**config.mk**
```make
export PLATFORM = sky130hd
export DESIGN_NAME = pulse_train_gen
export DESIGN_NICKNAME = d
export VERILOG_FILES = /design/src/rtl/pulse_train_gen_pkg.sv /design/src/rtl/pulse_train_gen_channel.sv /design/src/rtl/pulse_train_gen.sv
export SDC_FILE = /design/constraint.sdc
export NUM_CORES = 1
export LEC_CHECK = 0
export ABC_AREA = 1
export BUFFER_PORTS_ARGS = -buffer_cell sky130_fd_sc_hd__buf_2
export CORE_UTILIZATION = 60
export DETAILED_ROUTE_END_ITERATION = 8
export HOLD_SLACK_MARGIN = 0.15
export PLACE_DENSITY = 0.83
export SKIP_CTS_REPAIR_TIMING = 1
export SYNTH_ARGS = -nofsm -noshare
export SYNTH_HDL_FRONTEND = slang
export SYNTH_SLANG_ARGS = --single-unit
```
**constraint.sdc**
```tcl
create_clock -name clock -period 2.6 [get_ports clock]
set_input_delay 0.52 -clock clock [delete_from_list [all_inputs] [get_ports clock]]
set_output_delay 0.52 -clock clock [all_outputs]
set_load 0.05 [all_outputs]
```
**src/rtl/pulse_train_gen_pkg.sv**
```systemverilog
// Shared types for the pulse-train generator: per-channel FSM state encoding.
package pulse_train_gen_pkg;

  typedef enum logic [1:0] {
    StIdle = 2'd0,
    StHigh = 2'd1,
    StLow  = 2'd2
  } ch_state_e;

endpackage

```
**src/rtl/pulse_train_gen_channel.sv**
```systemverilog
// One pulse-train channel: IDLE/HIGH/LOW FSM with a phase counter and a pulse counter.
module pulse_train_gen_channel
  import pulse_train_gen_pkg::*;
#(
  parameter int unsigned CNT_W     = 8,
  parameter bit          RETRIGGER = 1'b0
) (
  input  logic             clk_i,
  input  logic             rst_ni,
  input  logic             start_i,
  input  logic             stop_i,
  input  logic [CNT_W-1:0] high_len_i,
  input  logic [CNT_W-1:0] low_len_i,
  input  logic [CNT_W-1:0] pulses_i,
  output logic             signal_o,
  output logic             busy_o,
  output logic             done_o
);

  localparam logic [CNT_W-1:0] One = CNT_W'(1);

  ch_state_e        state_q;
  logic [CNT_W-1:0] phase_q, pulse_q, high_q, low_q;
  logic             signal_q, busy_q, done_q;

  logic [CNT_W-1:0] high_clamp, low_clamp;
  logic             do_load;

  // Zero lengths are stretched to one cycle so every edge stays visible.
  assign high_clamp = (high_len_i == '0) ? One : high_len_i;
  assign low_clamp  = (low_len_i == '0) ? One : low_len_i;

  always_comb begin
    do_load = 1'b0;
    if (start_i && !stop_i) begin
      do_load = (state_q == StIdle) || RETRIGGER;
    end
  end

  always_ff @(posedge clk_i) begin
    if (!rst_ni) begin
      state_q  <= StIdle;
      phase_q  <= '0;
      pulse_q  <= '0;
      high_q   <= '0;
      low_q    <= '0;
      signal_q <= 1'b0;
      busy_q   <= 1'b0;
      done_q   <= 1'b0;
    end else begin
      done_q <= 1'b0;
      if (do_load) begin
        state_q  <= StHigh;
        high_q   <= high_clamp;
        low_q    <= low_clamp;
        pulse_q  <= pulses_i;
        phase_q  <= high_clamp;
        signal_q <= 1'b1;
        busy_q   <= 1'b1;
      end else begin
        case (state_q)
          StIdle: ;
          StHigh, StLow: begin
            if (stop_i) begin
              state_q  <= StIdle;
              signal_q <= 1'b0;
              busy_q   <= 1'b0;
              done_q   <= 1'b1;
            end else if (phase_q != One) begin
              phase_q <= phase_q - One;
            end else if (state_q == StLow) begin
              state_q  <= StHigh;
              phase_q  <= high_q;
              signal_q <= 1'b1;
            end else if (pulse_q == One) begin
              state_q  <= StIdle;
              signal_q <= 1'b0;
              busy_q   <= 1'b0;
              done_q   <= 1'b1;
            end else begin
              // A pulse count of zero means continuous, so it never decrements.
              state_q  <= StLow;
              phase_q  <= low_q;
              signal_q <= 1'b0;
              if (pulse_q != '0) pulse_q <= pulse_q - One;
            end
          end
          default: state_q <= StIdle;
        endcase
      end
    end
  end

  assign signal_o = signal_q;
  assign busy_o   = busy_q;
  assign done_o   = done_q;

endmodule

```
**src/rtl/pulse_train_gen.sv**
```systemverilog
// Multi-channel pulse-train generator: replicates independent channels over packed config buses.
module pulse_train_gen
  import pulse_train_gen_pkg::*;
#(
  parameter int unsigned CHANNELS  = 4,
  parameter int unsigned CNT_W     = 8,
  parameter bit          RETRIGGER = 1'b0
) (
  input  logic                      clock,
  input  logic                      reset_n,
  input  logic [CHANNELS-1:0]       start,
  input  logic [CHANNELS-1:0]       stop,
  input  logic [CHANNELS*CNT_W-1:0] high_len,
  input  logic [CHANNELS*CNT_W-1:0] low_len,
  input  logic [CHANNELS*CNT_W-1:0] pulses,
  output logic [CHANNELS-1:0]       signal,
  output logic [CHANNELS-1:0]       busy,
  output logic [CHANNELS-1:0]       done
);

  for (genvar i = 0; i < CHANNELS; i++) begin : g_ch
    pulse_train_gen_channel #(
      .CNT_W    (CNT_W),
      .RETRIGGER(RETRIGGER)
    ) u_channel (
      .clk_i     (clock),
      .rst_ni    (reset_n),
      .start_i   (start[i]),
      .stop_i    (stop[i]),
      .high_len_i(high_len[i*CNT_W +: CNT_W]),
      .low_len_i (low_len[i*CNT_W +: CNT_W]),
      .pulses_i  (pulses[i*CNT_W +: CNT_W]),
      .signal_o  (signal[i]),
      .busy_o    (busy[i]),
      .done_o    (done[i])
    );
  end

endmodule

```
Word level (Yosys, flattened, before mapping)
Cells that the tools add are included.

word-level totals
  logic and storage cells = 329
  output and inout port bits = 12
  bits in registers = 148

operators by class
  bitwise operators = 9
  $add $sub $neg = 8
  eq/ne operators = 56
  reduce and logical (&&, ||, !) cells = 72
  muxes and demuxes = 148

operators by type and width
  operator                                             number
  two-way mux 8 bit                                    60
  two-way mux 1 bit                                    68
  zero test 8 bit                                      8
  subtractor 8 x 1 -> 8 bit, second input constant     8
  != test 2 x 1 -> 1 bit, second input constant        20
  equality test 8 x 1 -> 1 bit, second input constant  4
  two-way mux 2 bit                                    16
  != test 8 x 1 -> 1 bit, second input constant        4
  nonzero test 8 bit                                   4
  != test 3 x 2 -> 1 bit, second input constant        8
  AND reduction 2 bit                                  12
  AND reduction 6 bit                                  4
  != test 4 x 1 -> 1 bit, second input constant        4
  != test 4 x 3 -> 1 bit, second input constant        4
  case mux 2 bit (2 select lines)                      4
  AND reduction 4 bit                                  4
  nonzero test 2 bit                                   8
  OR reduction 2 bit                                   8
  != test 3 bit, second input constant                 4
  AND reduction 3 bit                                  4
  nonzero test 3 bit                                   4
  OR reduction 3 bit                                   4
  NOT 1 bit                                            9
  equality test 2 x 1 -> 1 bit, second input constant  4
  other kinds (4)                                      16

Depth between registers and ports, before layout
Gate-level depths: netlist of run 1.

  depth in word-level cells = 8
  depth in mapped cells = 13
  mapped depth without buffers = 12

Cells and area by module
A second synthesis of run 1 with hierarchy kept.

unflattened totals
  cells, all modules = 1351
  area, all modules = 8879.8 µm²

by module, submodules not included
  module                                           seq. area each (µm²)  area an instance (µm²)  cells an instance  instances
  pulse_train_gen_channel (g_ch[0].u_channel ...)  740.7                 2212.1                  338                3
  pulse_train_gen_channel (g_ch[3].u_channel)      740.7                 2243.4                  337                1

Worst setup path before layout of run 1
Ideal clock, no wire load.

  path kind = register -> register
  from = register g_ch[0].u_channel.state_q[0]
  to = register g_ch[0].u_channel.pulse_q[7]
  library setup time = 0.113 ns
  cell stages (with the launch flop) = 12
  arrival = 1.491 ns
  slack = 0.995 ns
  buffers on the path = 0
  cells stage by stage = dfxtp_1 > inv_1 > ha_1 > inv_1 > nor2_4 > nand2_1 > nor2_1 > nand3_4 > nand2_4 > inv_2 > nor2_1 > nor2_1

between the ends
  longest elaborated chain between the ends = 4
  elaborated cells between the ends (all ways) = 13

ends and longest elaborated chain
  item                                                                    line                                                          text
  start, declared                                                         pulse_train_gen_channel.sv:22                                 ch_state_e state_q;
  start signal, assigned                                                  pulse_train_gen_channel.sv:42                                 state_q <= StIdle;
  start signal, assigned                                                  pulse_train_gen_channel.sv:53                                 state_q <= StHigh;
  start signal, assigned                                                  pulse_train_gen_channel.sv:65                                 state_q <= StIdle;
  zero test 2 bit (tied with other cells)                                 pulse_train_gen_channel.sv:36                                 do_load = (state_q == StIdle) || RETRIGGER;
  two-way mux 1 bit or OR reduction 2 bit (tied branches)                 pulse_train_gen_channel.sv:35, pulse_train_gen_channel.sv:61
  != test 2 x 1 -> 1 bit (no line) or nonzero test 2 bit (tied branches)  --
  AND reduction 6 bit (no line)                                           --
  end signal, assigned                                                    pulse_train_gen_channel.sv:56                                 pulse_q <= pulses_i;
  end signal, assigned                                                    pulse_train_gen_channel.sv:85                                 if (pulse_q != '0) pulse_q <= pulse_q - One;
  end, declared                                                           pulse_train_gen_channel.sv:23                                 logic [CNT_W-1:0] phase_q, pulse_q, high_q, low_q;

Parallel ways exist; a longest one is shown, timed or not.
A chain may end at the register's enable or synchronous reset.

Worst setup path in the final report of run 1
  from = register g_ch[1].u_channel.state_q[0]
  to = register g_ch[1].u_channel.pulse_q[5]

between the ends
  longest elaborated chain between the ends = 4
  elaborated cells between the ends (all ways) = 13

ends and longest elaborated chain
  item                                                                    line
  start, declared                                                         pulse_train_gen_channel.sv:22
  start signal, assigned                                                  pulse_train_gen_channel.sv:42
  start signal, assigned                                                  pulse_train_gen_channel.sv:53
  start signal, assigned                                                  pulse_train_gen_channel.sv:65
  zero test 2 bit (tied with other cells)                                 pulse_train_gen_channel.sv:36
  two-way mux 1 bit or OR reduction 2 bit (tied branches)                 pulse_train_gen_channel.sv:35, pulse_train_gen_channel.sv:61
  != test 2 x 1 -> 1 bit (no line) or nonzero test 2 bit (tied branches)  --
  AND reduction 6 bit (no line)                                           --
  end signal, assigned                                                    pulse_train_gen_channel.sv:56
  end signal, assigned                                                    pulse_train_gen_channel.sv:85
  end, declared                                                           pulse_train_gen_channel.sv:23

Parallel ways exist; a longest one is shown, timed or not.

==> results.json, run 1 <==
{
  "synth-warning-count": 0,
  "worst_setup_path_start_kind": "flop",
  "rows": 43,
  "async_flop_share_pct": 0,
  "fmax_mhz": 492.3,
  "yosys_register_bits": 148,
  "cp_top_family": "simple AND/OR/NAND/NOR gates",
  "status": "finished clean",
  "critPathArrivalTime_ns": 2.39,
  "die_h_um": 123.4,
  "slew_violations": 0,
  "hp-class": "in2reg",
  "first_pass_iters": 5,
  "yosys_most_used_dff": "dfxtp_1",
  "cts_sinks": 148,
  "routabilityCongestion": 0.8754,
  "layout.nets": 1582,
  "crit_path_end_kind": "flop",
  "fin_cells": 1639,
  "synthTopCellsByArea": "dfxtp_1, nand2_1, nor2_1, o21ai_0, inv_1",
  "cap_violations": 0,
  "dp_cells": 1607,
  "grt_usage_pct": 28.92,
  "routed_wl_um": 21310,
  "clk_latency_ns": 0.43,
  "synth-seq-area-share_pct": 33.52,
  "ir_worst_vdd_mv": 0.6856,
  "tns_ns": 0,
  "synth_edf_count": 0,
  "diodes": 0,
  "num-fill-cells": 1229,
  "relSlewSlack_pct": 52.42,
  "synth_area_per_cell_um2": 6.504,
  "vias": 8806,
  "yosysTopAreaCell": "dfxtp_1",
  "period_share_pct": 78.13,
  "worstSetupPathType": "reg2reg",
  "max_slew.worst_pin.slew_ns": 0.7137,
  "htreeDepth": 4,
  "powerDensity_nw_per_um2": 776.1,
  "synth_cells": 1359,
  "antenna_found_initial": 0,
  "drive_above_1_share_pct": 15.63,
  "rsz0062_at_grt": "no",
  "syn-num-nets": 1495,
  "grt_pass1_wl_um": 35090,
  "die_area_um2": 15220,
  "cts_tree": "yes",
  "ant_nets": 0,
  "whs_ns": 0.3049,
  "die_width_um": 123.4,
  "slowest_delay_ns": 0.30,
  "finalSetupViolCount": 0,
  "cts_inserted_buffers": 17,
  "cp.required_ns": 2.96,
  "grt_start_max_net_pins": 78,
  "syn_area_um2": 8838,
  "initial_core_util_pct": 62.46,
  "io_pins": 118,
  "grt_pass1_vias": 7832,
  "design.core.area_um2": 14150,
  "drcViolationCount": 0,
  "synth.most_common_cell": "nand2_1",
  "synth_top_cells_by_count": "nand2_1, nor2_1, dfxtp_1, inv_1, o21ai_0",
  "synth.distinct_cells": 46,
  "clkTransAtPathRegs_ns": 0.06,
  "overflow": 0,
  "clock_skew_ns": 0.008909,
  "crit_path_top_delay_cell": "dfxtp_1",
  "crit_fanout": 22,
  "vias_per_cell": 5.373,
  "finalCriticalPeriod_ns": 2.031,
  "wl_per_cell_um": 13.00,
  "cts_buffer_depth": 2,
  "first_iter_violations": 619,
  "yosysTopAreaCellShare_pct": 33.52,
  "p_leak_nw": 4.586,
  "portBuffers": 117,
  "worst_path_most_repeated_cell": "nand2_1",
  "dp_hpwl_um": 15340,
  "cts_root_buffer": "clkbuf_16",
  "crit_chain": "inv_1 -> ha_1 -> nand2_1 -> nor2_4 -> inv_2 -> o211ai_1 -> nand3_4 -> clkinv_2 -> nand2_1 -> a21oi_1",
  "path_buf_inv": 3,
  "area_growth_pct": 13.07,
  "hold_viol": 0
}
-- through the flow --
step | setup WS (ns) | total power [W] | area, µm² | utilization, %
detailed placement | 0.5607 | 0.005284 | 9403 | 66.45
floorplan | 0.9955 | 0.004762 | 8838 | -
CTS | 0.5649 | 0.007772 | 9993 | 70.63
global placement | 0.6181 | 0.005228 | 9403 | 66.45
global route | 0.3509 | 0.008264 | 9993 | 70.63
finish | 0.5686 | 0.007756 | 9993 | 70.63
-- worst paths after layout --
kind / startpoint / endpoint / slack [ns] / cells past startpoint
hold reg to reg: g_ch[2].u_channel.low_q[7] / g_ch[2].u_channel.low_q[7] / 0.46 / 2
setup reg to reg: g_ch[1].u_channel.state_q[0] / g_ch[1].u_channel.pulse_q[5] / 0.57 / 10
hold / removal: low_len[24] / g_ch[3].u_channel.low_q[0] / 0.30 / 3
setup / recovery: g_ch[1].u_channel.state_q[0] / g_ch[1].u_channel.pulse_q[5] / 0.57 / 10
-- cell usage in the layout, fill, tap and decap left out, types with 4 or more instances in the layout --
master / count
o22ai_1: 15
dfxtp_1: 148
o21ai_1: 10
o21ai_0: 122
o211ai_1: 5
clkbuf_16: 17
ha_1: 30
o21bai_1: 5
buf_2: 117
clkinv_2: 10
a211oi_1: 5
nand3_2: 4
xnor2_1: 6
mux2i_1: 5
xor2_1: 6
nor3_1: 14
nand2_4: 9
nor4_1: 4
nand4_1: 9
inv_2: 10
nand3_1: 87
nor2_1: 173
buf_4: 9
inv_1: 130
nor2_2: 13
nand2_2: 6
a21oi_1: 82
nand2_1: 365
nor2_4: 10
-- layer usage --
layer	vias up	part of all wire (%)	track usage (%)
li1	4552	-	-
met1	3984	47	37.79
met2	242	46	47.91
met3	28	5.2	5.258
met4	0	1.5	9.639
met5	-	0	0
-- state kept, by name (all words and copies together) (netlist names) --
name                     cells
g_ch.u_channel.high_q       32
g_ch.u_channel.pulse_q      32
g_ch.u_channel.signal_o      4
g_ch.u_channel.done_o        4
g_ch.u_channel.low_q        32
g_ch.u_channel.state_q       8
g_ch.u_channel.phase_q      32
g_ch.u_channel.busy_o        4
-- worst register-to-register path: stages (launching register included) --
cell and delay (ns):
dfxtp_1 0.30, inv_1 0.11, ha_1 0.20, nand2_1 0.11, nor2_4 0.29, inv_2 0.26, o211ai_1 0.22, nand3_4 0.18
clkinv_2 0.14, nand2_1 0.06, a21oi_1 0.11
-- logic make-up (layout without fill, tap and decap cells) --
group	Yosys count	count (layout)	synth area share [%]
AND/OR/NAND/NOR	701	701	34.71
AO/OA/AOI/OAI	260	260	15.93
buffers and inverters	203	303	9.839
flip-flops	148	148	33.52
adder cells (fa/ha/maj)	30	30	4.247
XOR/XNOR	12	12	1.189
multiplexers	5	5	0.5663
-- final cells by class --
cell class                      instances  area (µm²)  share of cell area [%]
Timing Repair Buffer                  126       653.1                   6.536
Tap cell                              180       225.2                   2.254
Sequential cell                       148        2963                   29.65
Multi-Input combinational cell       1008        5006                   50.09
Inverter                              145       555.5                   5.559
Clock buffer                           17       425.4                   4.257
Clock inverter                         15       165.2                   1.653
-- where the power goes --
part	internal, W	switching (W)
registers	0.00253	0.000190
clock network	0.00149	0.000974
logic	0.000918	0.00165
total	0.00494	0.00281
(Power assumes the default switching activity.)
==> run 2, diff against run 1 <==
Settings changed: ABC_AREA 1 to 0, CORE_UTILIZATION 60 to 58, PLACE_DENSITY 0.83 to 0.81.
Clock period 2.6 ns to 1.9 ns, I/O delays scaled along.
==> run 2 against run 1 <==
- critical endpoint is now g_ch[2].u_channel.pulse_q[5]
- the run now ends with setup timing left
- highest routed layer unchanged
- largest cell class unchanged
- sequential power increased by 29%
- via count up 4.1%
- cell count is 11% lower
- synthesized area is 5.5% lower
==> results.json, run 2 <==
{
  "status": "complete, but fails checks",
  "violations": "setup timing",
  "cts_buffer_depth": 2,
  "syn_area_um2": 8353,
  "yosysTopAreaCell": "dfxtp_1",
  "routed_wl_um": 25520,
  "layout_commonest_cell": "nand2_1",
  "rrSetupSlack_ns": -0.33,
  "ir_worst_vdd_mv": 0.6633,
  "htreeDepth": 4,
  "yosys_register_bits": 148,
  "diodes": 0,
  "synth_cells": 1064,
  "grt_start_max_net_pins": 43,
  "drcViolationCount": 0,
  "grt_pass1_wl_um": 36950,
  "antenna_found_initial": 0,
  "clk_latency_ns": 0.43,
  "first_pass_iters": 5,
  "synth-warning-count": 0,
  "crit_chain": "inv_2 -> ha_4 -> or4bb_1 -> a311o_1 -> or2_4 -> o311ai_2 -> o21ai_1",
  "fin_cells": 1464,
  "clock_skew_ns": 0.01037,
  "vias_per_cell": 6.262,
  "max_slew.worst_pin.slew_ns": 0.5031,
  "routabilityCongestion": 0.9092,
  "yosysTopAreaCellShare_pct": 35.47,
  "tns_ns": -6.506,
  "layout.nets": 1407,
  "synth_area_per_cell_um2": 7.851,
  "final_cell_mix": "nand2_1, dfxtp_1, buf_4",
  "synth-seq-area-share_pct": 35.47,
  "overflow": 0,
  "synthTopCellsByArea": "dfxtp_1, nand2_1, a21oi_1, ha_1, mux2i_1",
  "layout_setup_ws_ns": -0.3314,
  "critPathArrivalTime_ns": 2.54,
  "cts_root_buffer": "clkbuf_16",
  "grt_usage_pct": 30.93,
  "ant_nets": 0,
  "powerDensity_nw_per_um2": 834.4,
  "portBuffers": 117,
  "pre_cts_slack_ns": -0.2557,
  "yosys_most_used_dff": "dfxtp_1",
  "vias": 9167,
  "cts_tree": "yes",
  "async_flop_share_pct": 0,
  "hp-class": "in2reg",
  "wl_per_cell_um": 17.43,
  "num-fill-cells": 957,
  "synth.distinct_cells": 74,
  "die_area_um2": 14890,
  "slew_violations": 0,
  "worstSetupPathType": "reg2reg",
  "worst_setup_path_start_kind": "flop",
  "crit_path_top_delay_cell": "or4bb_1",
  "cp.required_ns": 2.21,
  "dp_cells": 1415,
  "area_growth_pct": 34.09,
  "first_iter_violations": 876,
  "io_pins": 118,
  "cap_violations": 0,
  "cts_inserted_buffers": 17,
  "hold_viol": 0,
  "finalCriticalPeriod_ns": 2.231,
  "die_width_um": 122.0,
  "cts_sinks": 148,
  "rows": 43,
  "initial_core_util_pct": 59.71,
  "slowest_delay_ns": 0.43,
  "die_h_um": 122.0,
  "design.core.area_um2": 13990,
  "p_leak_nw": 4.377,
  "crit_fanout": 5,
  "relSlewSlack_pct": 66.36,
  "finalSetupViolCount": 42,
  "dp_hpwl_um": 16190,
  "clkTransAtPathRegs_ns": 0.07,
  "fmax_mhz": 448.1,
  "syn-num-nets": 1200,
  "rsz0062_at_grt": "yes",
  "synth_top_cells_by_count": "nand2_1, dfxtp_1, a21oi_1, nor2_1, clkbuf_1",
  "period_share_pct": 117.4,
  "grt_pass1_vias": 7862,
  "drive_above_1_share_pct": 33.26,
  "synth.most_common_cell": "nand2_1",
  "synth_edf_count": 0,
  "crit_path_end_kind": "flop"
}
## run 2: cell families after synthesis
family,synth area share (%)
compound gates,25.46
flops,35.47
xor+xnor,1.258
fa+ha+maj,4.494
mux,4.149
simple gates,23.50
buf+inv,5.662
## run 2: routing by layer
layer | track usage (%) | share of wire [%] | wire, µm
met1 | 41.09 | 41 | 10550
met2 | 50.32 | 48 | 12170
met3 | 6.039 | 8.6 | 2185
met4 | 9.568 | 2.4 | 617
met5 | 0 | 0 | 0
## run 2: worst paths after layout
kind                                              startpoint                           end  cells after the start
worst max-delay path            g_ch[2].u_channel.state_q[0]  g_ch[2].u_channel.pulse_q[5]                      7
worst min-delay path                              low_len[5]    g_ch[0].u_channel.low_q[5]                      3
worst max register to register  g_ch[2].u_channel.state_q[0]  g_ch[2].u_channel.pulse_q[5]                      7
worst min register to register    g_ch[2].u_channel.signal_o    g_ch[2].u_channel.signal_o                      2
## run 2: final cells by class
cell class	count	area (µm²)	area share, %
timing repair buffer	268	1812	16.18
inverter	28	106.4	0.9495
clock buffer	18	439.2	3.921
sequential	148	2980	26.61
clock inverter	14	102.6	0.9160
multi-input combinational	808	5535	49.42
tap	180	225.2	2.011
## run 2: power breakdown
group / leakage (nW) / total [W] / internal, W / switching, W
registers: 1.22 / 0.00350 / 0.00333 / 0.000175
logic: 2.90 / 0.00273 / 0.00121 / 0.00152
clock network: 0.259 / 0.00311 / 0.00171 / 0.00140
## run 2: worst max-delay path, delay by kind of cell (launching register included)
| kind | cells | cell delay (ns) |
|---|---|---|
| AO/OA/AOI/OAI | 3 | 0.76 |
| adder cells (fa/ha/maj) | 1 | 0.26 |
| buffers and inverters | 1 | 0.05 |
| flip-flops | 1 | 0.34 |
| AND/OR/NAND/NOR | 2 | 0.71 |
## run 2: per-stage QoR
stage	hold slack [ns]	instance area (µm²)	power (W)	utilization, %
final	0.1906	11200	0.009345	80.07
after global routing	0.1868	11200	0.009733	80.07
after detailed placement	0.4459	9972	0.005871	71.29
after global placement	0.4396	9972	0.005813	71.29
after CTS	0.1824	10510	0.008963	75.16
after floorplan	0.4318	8506	0.005062	-
